[src/rtl/mem_req_arbiter_if.sv]
// Request/response beat type and the arbiter bundle shared by sources, memory and arbiter.
`default_nettype none

typedef struct packed {
    logic        vld;
    logic [3:0]  core_id;
    logic [7:0]  access_id;
    logic [5:0]  access_length;
    logic [31:0] addr;
    logic [31:0] data;
} request_t;

interface mem_req_arbiter_if #(
    parameter int NUM_PORTS = 2
);
    request_t             req [NUM_PORTS];
    logic [NUM_PORTS-1:0] req_grant;
    request_t             mem_req;
    logic                 mem_ready;
    request_t             mem_rsp;
    request_t             rsp [NUM_PORTS];
    logic                 rsp_unrouted;

    modport master (
        output req, mem_ready, mem_rsp,
        input  req_grant, mem_req, rsp, rsp_unrouted
    );

    modport slave (
        input  req, mem_ready, mem_rsp,
        output req_grant, mem_req, rsp, rsp_unrouted
    );
endinterface

`default_nettype wire

[src/rtl/mem_req_arbiter.sv]
// Round-robin, burst-locking memory request arbiter with class-based response steering.
// Optional perf counters (grant_cnt, stall_cnt) enabled by defining ARB_PERF_CNT_EN.
`default_nettype none

module mem_req_arbiter #(
    parameter logic [3:0]             CORE_ID          = 4'd0,
    parameter int                     NUM_PORTS        = 2,
    // class owned by port p lives in PORT_CLASS[2*p +: 2]; port0=01, port1=10
    parameter logic [2*NUM_PORTS-1:0] PORT_CLASS       = 4'b10_01,
    parameter int                     CNT_W            = 32,
    parameter int                     CACHE_BLOCK_SIZE = 32,
    parameter int                     ACCESS_ID_WIDTH  = 8
) (
    input  wire logic          clk,
    input  wire logic          reset,
    mem_req_arbiter_if.slave   bus
`ifdef ARB_PERF_CNT_EN
    ,
    output logic [CNT_W-1:0]   grant_cnt [NUM_PORTS],
    output logic [CNT_W-1:0]   stall_cnt
`endif
);

    localparam int BC_W  = $clog2(CACHE_BLOCK_SIZE) + 1;
    localparam int PTR_W = (NUM_PORTS > 1) ? $clog2(NUM_PORTS) : 1;

    typedef enum logic [0:0] {
        IDLE  = 1'b0,
        BURST = 1'b1
    } state_t;

    state_t               state_q, state_d;
    logic [PTR_W-1:0]     rr_ptr_q, rr_ptr_d;
    logic [PTR_W-1:0]     owner_q, owner_d;
    logic [BC_W-1:0]      beat_cnt_q, beat_cnt_d;
    logic [BC_W-1:0]      burst_len_q, burst_len_d;
    request_t             mem_req_q, mem_req_d;
    request_t             rsp_q [NUM_PORTS];
    request_t             rsp_d [NUM_PORTS];
    logic                 unrouted_q, unrouted_d;

    logic                 out_free;
    logic                 found;
    logic                 grant;
    logic [PTR_W-1:0]     sel;
    logic [PTR_W:0]       idx;
    logic [BC_W-1:0]      first_len;
    logic [NUM_PORTS-1:0] grant_vec;
    logic [1:0]           rsp_class;
    logic                 rsp_hit;

    // Arbitration and burst FSM
    always_comb begin
        out_free    = !mem_req_q.vld || bus.mem_ready;
        sel         = '0;
        found       = 1'b0;
        idx         = '0;
        if (state_q == BURST) begin
            sel   = owner_q;
            found = bus.req[owner_q].vld;
        end else begin
            for (int i = 0; i < NUM_PORTS; i++) begin
                idx = {1'b0, rr_ptr_q} + (PTR_W+1)'(i);
                if (idx >= (PTR_W+1)'(NUM_PORTS)) begin
                    idx = idx - (PTR_W+1)'(NUM_PORTS);
                end
                if (!found && bus.req[idx[PTR_W-1:0]].vld) begin
                    sel   = idx[PTR_W-1:0];
                    found = 1'b1;
                end
            end
        end
        grant = out_free && found;

        grant_vec = '0;
        if (grant) begin
            grant_vec[sel] = 1'b1;
        end

        // zero-length bursts behave as single beats
        first_len = (bus.req[sel].access_length == '0) ? BC_W'(1)
                                                       : BC_W'(bus.req[sel].access_length);

        state_d     = state_q;
        rr_ptr_d    = rr_ptr_q;
        owner_d     = owner_q;
        beat_cnt_d  = beat_cnt_q;
        burst_len_d = burst_len_q;
        if (grant) begin
            if (state_q == IDLE) begin
                rr_ptr_d = (sel == PTR_W'(NUM_PORTS - 1)) ? '0 : sel + 1'b1;
                if (first_len > BC_W'(1)) begin
                    state_d     = BURST;
                    owner_d     = sel;
                    beat_cnt_d  = BC_W'(1);
                    burst_len_d = first_len;
                end
            end else if (beat_cnt_q == burst_len_q - 1'b1) begin
                state_d    = IDLE;
                beat_cnt_d = '0;
            end else begin
                beat_cnt_d = beat_cnt_q + 1'b1;
            end
        end

        mem_req_d = mem_req_q;
        if (out_free) begin
            mem_req_d = grant ? bus.req[sel] : '0;
        end
    end

    // Response steering by access_id class and core_id
    always_comb begin
        rsp_class  = bus.mem_rsp.access_id[ACCESS_ID_WIDTH-1 -: 2];
        rsp_hit    = 1'b0;
        unrouted_d = unrouted_q;
        for (int p = 0; p < NUM_PORTS; p++) begin
            rsp_d[p] = '0;
            if (bus.mem_rsp.vld && bus.mem_rsp.core_id == CORE_ID &&
                rsp_class == PORT_CLASS[2*p +: 2]) begin
                rsp_d[p] = bus.mem_rsp;
                rsp_hit  = 1'b1;
            end
        end
        if (bus.mem_rsp.vld && !rsp_hit) begin
            unrouted_d = 1'b1;
        end
    end

    always_ff @(posedge clk or negedge reset) begin
        if (!reset) begin
            state_q     <= IDLE;
            rr_ptr_q    <= '0;
            owner_q     <= '0;
            beat_cnt_q  <= '0;
            burst_len_q <= '0;
            mem_req_q   <= '0;
            rsp_q       <= '{default: '0};
            unrouted_q  <= 1'b0;
        end else begin
            state_q     <= state_d;
            rr_ptr_q    <= rr_ptr_d;
            owner_q     <= owner_d;
            beat_cnt_q  <= beat_cnt_d;
            burst_len_q <= burst_len_d;
            mem_req_q   <= mem_req_d;
            rsp_q       <= rsp_d;
            unrouted_q  <= unrouted_d;
        end
    end

    assign bus.req_grant    = grant_vec;
    assign bus.mem_req      = mem_req_q;
    assign bus.rsp_unrouted = unrouted_q;

    for (genvar p = 0; p < NUM_PORTS; p++) begin : g_rsp
        assign bus.rsp[p] = rsp_q[p];
    end

`ifdef ARB_PERF_CNT_EN
    logic [CNT_W-1:0] grant_cnt_q [NUM_PORTS];
    logic [CNT_W-1:0] grant_cnt_d [NUM_PORTS];
    logic [CNT_W-1:0] stall_cnt_q, stall_cnt_d;

    // Saturating counters: stick at all-ones
    always_comb begin
        for (int p = 0; p < NUM_PORTS; p++) begin
            grant_cnt_d[p] = grant_cnt_q[p];
            if (grant_vec[p] && grant_cnt_q[p] != '1) begin
                grant_cnt_d[p] = grant_cnt_q[p] + 1'b1;
            end
        end
        stall_cnt_d = stall_cnt_q;
        if (mem_req_q.vld && !bus.mem_ready && stall_cnt_q != '1) begin
            stall_cnt_d = stall_cnt_q + 1'b1;
        end
    end

    always_ff @(posedge clk or negedge reset) begin
        if (!reset) begin
            grant_cnt_q <= '{default: '0};
            stall_cnt_q <= '0;
        end else begin
            grant_cnt_q <= grant_cnt_d;
            stall_cnt_q <= stall_cnt_d;
        end
    end

    for (genvar p = 0; p < NUM_PORTS; p++) begin : g_perf
        assign grant_cnt[p] = grant_cnt_q[p];
    end
    assign stall_cnt = stall_cnt_q;
`endif

endmodule

`default_nettype wire

[src/flat_wrapper.sv]
// flat-port wrapper written by rule: the top's interface ports become plain ports
module mem_req_arbiter_flat 
#(
    parameter logic [3:0]             CORE_ID          = 4'd0,
    parameter int                     NUM_PORTS        = 2,
                                                                              
    parameter logic [2*NUM_PORTS-1:0] PORT_CLASS       = 4'b10_01,
    parameter int                     CNT_W            = 32,
    parameter int                     CACHE_BLOCK_SIZE = 32,
    parameter int                     ACCESS_ID_WIDTH  = 8
)
  (clk, reset, bus_req, bus_mem_ready, bus_mem_rsp, bus_req_grant, bus_mem_req, bus_rsp, bus_rsp_unrouted);
  mem_req_arbiter_if #(.NUM_PORTS(NUM_PORTS)) bus_i ();
  input  wire logic clk;
  input  wire logic reset;
  input wire logic [$bits(bus_i.req)-1:0] bus_req;
  input wire logic [$bits(bus_i.mem_ready)-1:0] bus_mem_ready;
  input wire logic [$bits(bus_i.mem_rsp)-1:0] bus_mem_rsp;
  output wire logic [$bits(bus_i.req_grant)-1:0] bus_req_grant;
  output wire logic [$bits(bus_i.mem_req)-1:0] bus_mem_req;
  output wire logic [$bits(bus_i.rsp)-1:0] bus_rsp;
  output wire logic [$bits(bus_i.rsp_unrouted)-1:0] bus_rsp_unrouted;
  assign bus_i.req = {>>{bus_req}};
  assign bus_i.mem_ready = bus_mem_ready;
  assign bus_i.mem_rsp = bus_mem_rsp;
  assign bus_req_grant = bus_i.req_grant;
  assign bus_mem_req = bus_i.mem_req;
  assign bus_rsp = {>>{bus_i.rsp}};
  assign bus_rsp_unrouted = bus_i.rsp_unrouted;
  mem_req_arbiter #(.CORE_ID(CORE_ID), .NUM_PORTS(NUM_PORTS), .PORT_CLASS(PORT_CLASS), .CNT_W(CNT_W), .CACHE_BLOCK_SIZE(CACHE_BLOCK_SIZE), .ACCESS_ID_WIDTH(ACCESS_ID_WIDTH)) u_core (.clk(clk), .reset(reset), .bus(bus_i));
endmodule
[config.mk]
export PLATFORM = sky130hd
export DESIGN_NAME = mem_req_arbiter_flat
export DESIGN_NICKNAME = d
export VERILOG_FILES = /design/src/rtl/mem_req_arbiter_if.sv /design/src/rtl/mem_req_arbiter.sv /design/src/flat_wrapper.sv
export SDC_FILE = /design/constraint.sdc
export NUM_CORES = 1
export LEC_CHECK = 0
export BUFFER_PORTS_ARGS = -buffer_cell sky130_fd_sc_hd__buf_4
export CORE_AREA = 2 2 199 201
export DETAILED_ROUTE_END_ITERATION = 8
export DIE_AREA = 0 0 201 203
export GPL_TIMING_DRIVEN = 0
export PLACE_DENSITY = 0.55
export SLEW_MARGIN = 0
export SYNTH_ARGS = -nofsm -noshare
export SYNTH_HDL_FRONTEND = slang
export SYNTH_SLANG_ARGS = --single-unit
[constraint.sdc]
create_clock -name clk -period 4 [get_ports clk]
set_input_delay 0.6 -clock clk [delete_from_list [all_inputs] [get_ports clk]]
set_output_delay 0.6 -clock clk [all_outputs]
set_load 0.02 [all_outputs]
==> run_results.csv, run 1 <==
group,metric,value,unit
place,dp_hpwl,26300,um
power,p_leak,8.35,nW
timing,fin_crit,2.93,ns
critical_path,critPathBufInv,4,
place,place_area,14600,um2
timing,max_slew.worst_pin.slew,0.663,ns
final_layout,nNetsFinal,1613,
critical_path,worst_path_largest_cell_delay,0.48,ns
grt,grt_pass1_wl,51700,um
power,ir_drop,0.326,mV
die,floorplan.rows,72,
drt,drt-pass1-iter-count,4,
drt,routedWlPerCell,17.8,um
grt,grt_pass1_vias,8651,
drt,wirelength,33900,um
timing,fmax,0.341,GHz
critical_path,crit_chain,"nand2_1, o21ai_2, or2_1, buf_6, buf_6, buf_2, nor2_1, buf_4",
logic_synthesis,synthTopCellsByArea,"dfrtp_1 66%, and2_1 9.4%, mux2i_1 8.4%",
drt,drtAntennaViolNets,0,
logic_synthesis,synth_top_area_share,65.9,%
clock_network,clkSinkCount,265,
timing,fin_setup_tns,0,ns
timing,drv_slew,0,
drt,viasPerCell,4.17,
logic_synthesis,yosysMostFrequentCell,"dfrtp_1",
final_layout,antenna_cells,0,
critical_path,cp_top_family,"buffers and inverters",
critical_path,r2r_slack,1.90,ns
die,core_area,38500,um2
place,portBuffers,503,
clock_network,numCtsBuffers,30,
logic_synthesis,yosysTopAreaCell,"dfrtp_1",
drt,via_count,7923,
logic_synthesis,yosys_register_bits,265,
timing,worst_clock_skew,0.00911,ns
critical_path,required,3.40,ns
logic_synthesis,async_flop_share,100,%
logic_synthesis,synthTopCellsByCount,"265 x dfrtp_1, 152 x and2_1, 93 x nand2_1, 84 x mux2i_1, 47 x o21ai_1",
clock_network,clockBufferDepth,3,
logic_synthesis,yosysUniqueCellTypes,49,
final_layout,multi_input_area,3230,um2
final_layout,nFillCells,3780,
logic_synthesis,syn_inst,812,
die,die_area,40800,um2
timing,finalCritPeriodShare,73.3,%
job,max_cap_viol_count,0,
die,io_pins,504,
grt,antenna_found_initial,0,
timing,slew_headroom,55.8,%
critical_path,cp-end-kind,"output port",
logic_synthesis,syn_avg_cell_area,12.4,um2
drt,drt-initial-drc-count,333,
critical_path,critPathMaxFanout,10,
die,die-width,201,um
timing,setup_violations,0,
clock_network,htreeDepth,1,
final_layout,seq_area,6630,um2
logic_synthesis,ys_warn_count,0,
logic_synthesis,synth-edff-count,0,
grt,grt_usage,16.3,%
final_layout,final_cell_area,15600,um2
timing,hold_violations,0,
critical_path,critPathKind,"reg -> out",
critical_path,critPathMostFrequentCell,"buf_6",
logic_synthesis,syn-cell-area,10100,um2
clock_network,cts_tree,"done",
logic_synthesis,synthFlopType,"dfrtp_1",
clock_network,root_buffer,"clkbuf_16",
power,p_per_area,598,nW/um2
worst_hold_path,hold_class,"in -> reg",
clock_network,clock_latency,0.55,ns
final_layout,drive_above_1_share,42.2,%
critical_path,critPathLaunchType,"register",
grt,grt_max_degree,120,
timing,rsz0062_at_grt,"no",
final_layout,syn2layout_area_growth,55.4,%
critical_path,critPathSlowestCell,"dfrtp_1",
drt,route.detailed.drc,0,
place,gp_congestion,0.831,
clock_network,post_cts.repair.setup_buffers,0,
clock_network,path_clk_slew,0.06,ns
die,start_util,26.2,%
grt,overflow,0,
logic_synthesis,seq_area_frac_synth,65.9,%
die,die_y,203,um
run_status,outcome,"completed",
critical_path,worstPathArrival,2.33,ns
[final cells by class]
cell class,instances,area share (%)
sequential,265,42.4
inverter,5,0.120
tap,518,4.15
clock inverter,9,0.816
clock buffer,46,5.83
timing repair buffer,506,24.6
multi-input combinational,506,20.6
buffer,45,1.42
[cell families after synthesis]
logic type,synth area share [%]
and+or+nand+nor,15.5
DFF,65.9
AOI/OAI and AO/OA,6.58
muxes,8.79
buffers and inverters,2.39
xor gates and xnor gates,0.609
adders and majority gates,0.249
other,0.0373
[metal layers]
metal	track usage (%)	part of all wire [%]	vias to the layer above	wire, um
li1	-	-	3766	-
met1	18.3	38	3773	12800
met2	29.0	50	335	17100
met3	5.89	9.7	49	3270
met4	4.50	2.1	0	718
met5	0	0	-	0
[cells in the final DEF, fill, tap and decap left out, drive strengths merged, types with 7 or more instances in the layout]
cell type | netlist | final
nor3 | 7 | 7
conb | 1 | 10
buf | 18 | 523
nor2 | 10 | 10
clkbuf | 27 | 73
nand2 | 93 | 93
and2 | 152 | 152
o21ai | 93 | 93
mux2i | 85 | 85
dfrtp | 265 | 265
[final timing paths]
path / start / to / cells past startpoint
worst max-delay path: u_core.state_q / bus_req_grant[1] / 8
worst min-delay path: bus_mem_rsp[76] / u_core.bus.rsp[82] / 2
worst max register to register: u_core.state_q / u_core.bus.mem_req[37] / 6
worst min register to register: u_core.bus.mem_req[55] / u_core.bus.mem_req[55] / 2
max in group asynchronous: reset / u_core.bus.rsp[132] / 3
min in group asynchronous: reset / u_core.bus.mem_req[82] / 2
[per-stage QoR]
stage	hold slack, ns	util, %	setup slack (ns)	power, mW	std cells
2_1_floorplan	0.304	-	1.70	5.16	821
4_1_cts	0.189	40.6	0.994	9.50	1900
6_report	0.228	40.6	1.07	9.35	1900
3_3_place_gp	0.467	37.8	0.0521	6.55	1842
3_5_place_dp	0.471	37.9	1.21	6.60	1844
5_1_grt	0.204	40.6	0.858	9.86	1900
[flip-flops by register name, indices dropped and copies added (netlist names)]
| name | flops |
|---|---|
| u_core.state_q | 1 |
| u_core.bus.rsp_unrouted | 1 |
| u_core.beat_cnt_q | 6 |
| u_core.bus.rsp | 166 |
| u_core.burst_len_q | 6 |
| u_core.rr_ptr_q | 1 |
| u_core.owner_q | 1 |
| u_core.bus.mem_req | 83 |
[power by group]
part,switching (mW),total (mW),internal (mW)
logic,1.78,3.09,1.30
clock network,1.09,2.85,1.75
registers,0.293,3.42,3.13
total,3.17,9.35,6.18
[what timing repair did]
action / in CTS / in global routing
endpoints found under the hold margin: 29 / 0
hold buffers: 1 / 0
resized for setup: 0 / 0
No activity file was read; power rests on OpenSTA's default activity.
==> run 2, diff against run 1 <==
--- a/config.mk
+++ b/config.mk
@@ -5,10 +5,11 @@
 export SDC_FILE = /design/constraint.sdc
 export NUM_CORES = 1
 export LEC_CHECK = 0
+export ABC_AREA = 1
 export BUFFER_PORTS_ARGS = -buffer_cell sky130_fd_sc_hd__buf_4
-export CORE_AREA = 2 2 199 201
+export CORE_AREA = 2 2 197 199
 export DETAILED_ROUTE_END_ITERATION = 8
-export DIE_AREA = 0 0 201 203
+export DIE_AREA = 0 0 199 201
 export GPL_TIMING_DRIVEN = 0
 export PLACE_DENSITY = 0.55
 export SLEW_MARGIN = 0
==> constraint.sdc (replaced) <==
create_clock -name clk -period 3 [get_ports clk]
set_input_delay 0.45 -clock clk [delete_from_list [all_inputs] [get_ports clk]]
set_output_delay 0.45 -clock clk [all_outputs]
set_load 0.02 [all_outputs]
==> run 2 against run 1 <==
Effect of this change: via count rose by 5.0%; die area decreased by 2.0%; first-iteration DRC count is 31% lower; sequential power increased by 12%; final cell count rose by 6.5%; synthesized area shrank 1.2%; clock power rose by 31%; combinational power decreased by 63%; critical endpoint is now bus_req_grant[0].
==> run_results.csv, run 2 <==
group,metric,value,unit
run_status,outcome,"completed",
critical_path,cp-end-kind,"output port",
final_layout,drive_above_1_share,42.6,%
logic_synthesis,synthFlopType,"dfrtp_1",
timing,hold_violations,0,
job,max_cap_viol_count,0,
drt,drtAntennaViolNets,0,
drt,drt-initial-drc-count,229,
critical_path,r2r_cells,6,
critical_path,r2r-start,"u_core.bus.mem_req[82]",
die,start_util,26.1,%
grt,grt_usage,16.7,%
timing,holdWs,0.0847,ns
logic_synthesis,syn_inst,936,
die,die-width,199,um
critical_path,critPathMaxFanout,10,
timing,fmax,0.374,GHz
clock_network,post_cts.repair.setup_buffers,0,
power,swShare,25.9,%
logic_synthesis,yosysUniqueCellTypes,34,
power,p_clk_share,43.0,%
clock_network,clock_latency,0.59,ns
grt,grt_use_met1,17.2,%
grt,grt_max_degree,123,
logic_synthesis,synth-edff-count,0,
critical_path,cp-startpoint,"u_core.state_q",
logic_synthesis,synthTopCellsByCount,"265 x dfrtp_1, 208 x nand2_1, 159 x nor2_1, 101 x inv_1, 46 x a22oi_1",
final_layout,nNetsFinal,1737,
critical_path,critPathKind,"reg -> out",
clock_network,cts_tree,"done",
timing,finalCritPeriodShare,89.2,%
critical_path,r2r_end,"u_core.bus.mem_req[48]",
clock_network,clkSinkCount,265,
worst_hold_path,hold_class,"in -> reg",
clock_network,root_buffer,"clkbuf_16",
final_layout,syn2layout_area_growth,55.8,%
clock_network,htreeDepth,1,
power,seqPwrFrac,44.0,%
grt,grt_pass1_vias,8683,
timing,max_slew.worst_pin.slew,0.728,ns
drt,via_count,8322,
power,power_frac_comb,13.0,%
drt,route.detailed.drc,0,
place,portBuffers,503,
drt,viasPerCell,4.11,
final_layout,largest_reg_flops,166,
timing,fin_crit,2.67,ns
grt,antenna_found_initial,0,
logic_synthesis,syn_avg_cell_area,10.6,um2
grt,grt.busiest_layer,"met2",
die,die_area,40000,um2
place,dp_hpwl,26700,um
grt,overflow,0,
final_layout,final_util,40.6,%
die,core_area,38100,um2
timing,fin_setup_tns,0,ns
critical_path,worstPathArrival,2.22,ns
place,gp_congestion,0.848,
logic_synthesis,seq_area_frac_synth,66.7,%
logic_synthesis,synth_top_area_share,66.7,%
timing,worst_clock_skew,0.0242,ns
logic_synthesis,ys_warn_count,0,
grt,grt_pass1_wl,50400,um
power,p_switching,2.25,mW
clock_network,clockBufferDepth,3,
logic_synthesis,yosysTopAreaCell,"dfrtp_1",
power,p_leak,8.71,nW
critical_path,endpoint,"bus_req_grant[0]",
logic_synthesis,synthTopCellsByArea,"dfrtp_1 67%, nand2_1 7.9%, nor2_1 6.0%",
final_layout,most-common-layout-cells,"503 x buf_4, 265 x dfrtp_1, 208 x nand2_1",
clock_network,path_clk_slew,0.06,ns
logic_synthesis,yosys_register_bits,265,
final_layout,antenna_cells,0,
drt,routedWlPerCell,17.0,um
timing,rsz0062_at_grt,"no",
critical_path,critPathLaunchType,"register",
timing,slew_headroom,51.5,%
logic_synthesis,async_flop_share,100,%
grt,use_met2,29.0,%
die,io_pins,504,
critical_path,required,2.55,ns
drt,wirelength,34300,um
power,p_total,8.68,mW
logic_synthesis,syn-cell-area,9940,um2
timing,setup_violations,0,
power,ir_drop,0.512,mV
clock_network,numCtsBuffers,30,
power,p_per_area,560,nW/um2
critical_path,r2r_slack,1.09,ns
die,floorplan.rows,72,
die,die_y,201,um
power,power.internal,6.43,mW
timing,drv_slew,0,
final_layout,final_common_cell,"buf_4",
drt,drt-pass1-iter-count,4,
grt,use_met3,8.10,%
logic_synthesis,yosysMostFrequentCell,"dfrtp_1",
## run 2: power by group through the flow
stage / combinational [mW] / sequential, mW / clock [mW]
2_1_floorplan: 0.348 / 4.01 / 0
3_3_place_gp: 1.13 / 3.88 / 0
3_5_place_dp: 1.15 / 3.88 / 0
4_1_cts: 1.15 / 3.82 / 3.84
5_1_grt: 1.24 / 3.84 / 3.98
6_report: 1.13 / 3.82 / 3.73
## run 2: stage by stage
| stage | cells | instance area, um2 | worst slack, ns |
|---|---|---|---|
| after floorplan | 945 | 9970 | 1.33 |
| after global placement | 1966 | 14400 | -0.782 |
| after detailed placement | 1968 | 14500 | 0.779 |
| after CTS | 2024 | 15500 | 0.269 |
| after global routing | 2024 | 15500 | 0.223 |
| final | 2024 | 15500 | 0.325 |
## run 2: cells by family after synthesis
family	after synthesis	share of synthesized area, %
AOI/OAI and AO/OA	100	8.75
xor gates and xnor gates	7	0.617
adders and majority gates	2	0.252
buffers and inverters	151	6.71
DFF	265	66.7
other	1	0.0377
and+or+nand+nor	410	16.9
## run 2: cell type report
cell class	count	area, um2
clock buffers	44	873
clock inverters	11	140
multi-input cells	529	2680
inverters	107	407
repair buffers	506	3850
well taps	518	648
flip-flops and latches	265	6630
fillers	3816	22600
plain buffers	44	260
## run 2: repair_timing
item | 4_1_cts | 5_1_grt
gates resized for setup | 0 | 0
hold buffers | 1 | 0
endpoints found under the hold margin | 29 | 0
setup endpoints to repair | 0 | 0
## run 2: per-layer routing
| layer | share of wire, % | wire length, um |
|---|---|---|
| met1 | 35 | 12000 |
| met2 | 49 | 16800 |
| met5 | 0 | 0 |
| met3 | 12 | 4230 |
| met4 | 3.8 | 1300 |
## run 2: worst min-delay path by stage
stage | start | to | slack [ns] | cells after the start
detailed placement | reset | u_core.bus.rsp[14] | 0.33 | 1
finish | bus_req[134] | u_core.bus.mem_req[51] | 0.08 | 3
global route | bus_req[98] | u_core.bus.mem_req[15] | 0.06 | 3
global placement | u_core.bus.rsp_unrouted | u_core.bus.rsp_unrouted | 0.46 | 1
floorplan | reset | u_core.beat_cnt_q[0] | 0.15 | 0
CTS | bus_req[121] | u_core.bus.mem_req[38] | 0.05 | 3
## run 2: critical path, stage by stage (launching register included)
cell     delay, ns
dfrtp_1       0.37
buf_6         0.15
nand2_4       0.10
nand2_1       0.07
nand2_2       0.08
nand2_4       0.09
inv_4         0.11
nand2_2       0.05
inv_2         0.08
buf_2         0.31
buf_4         0.22
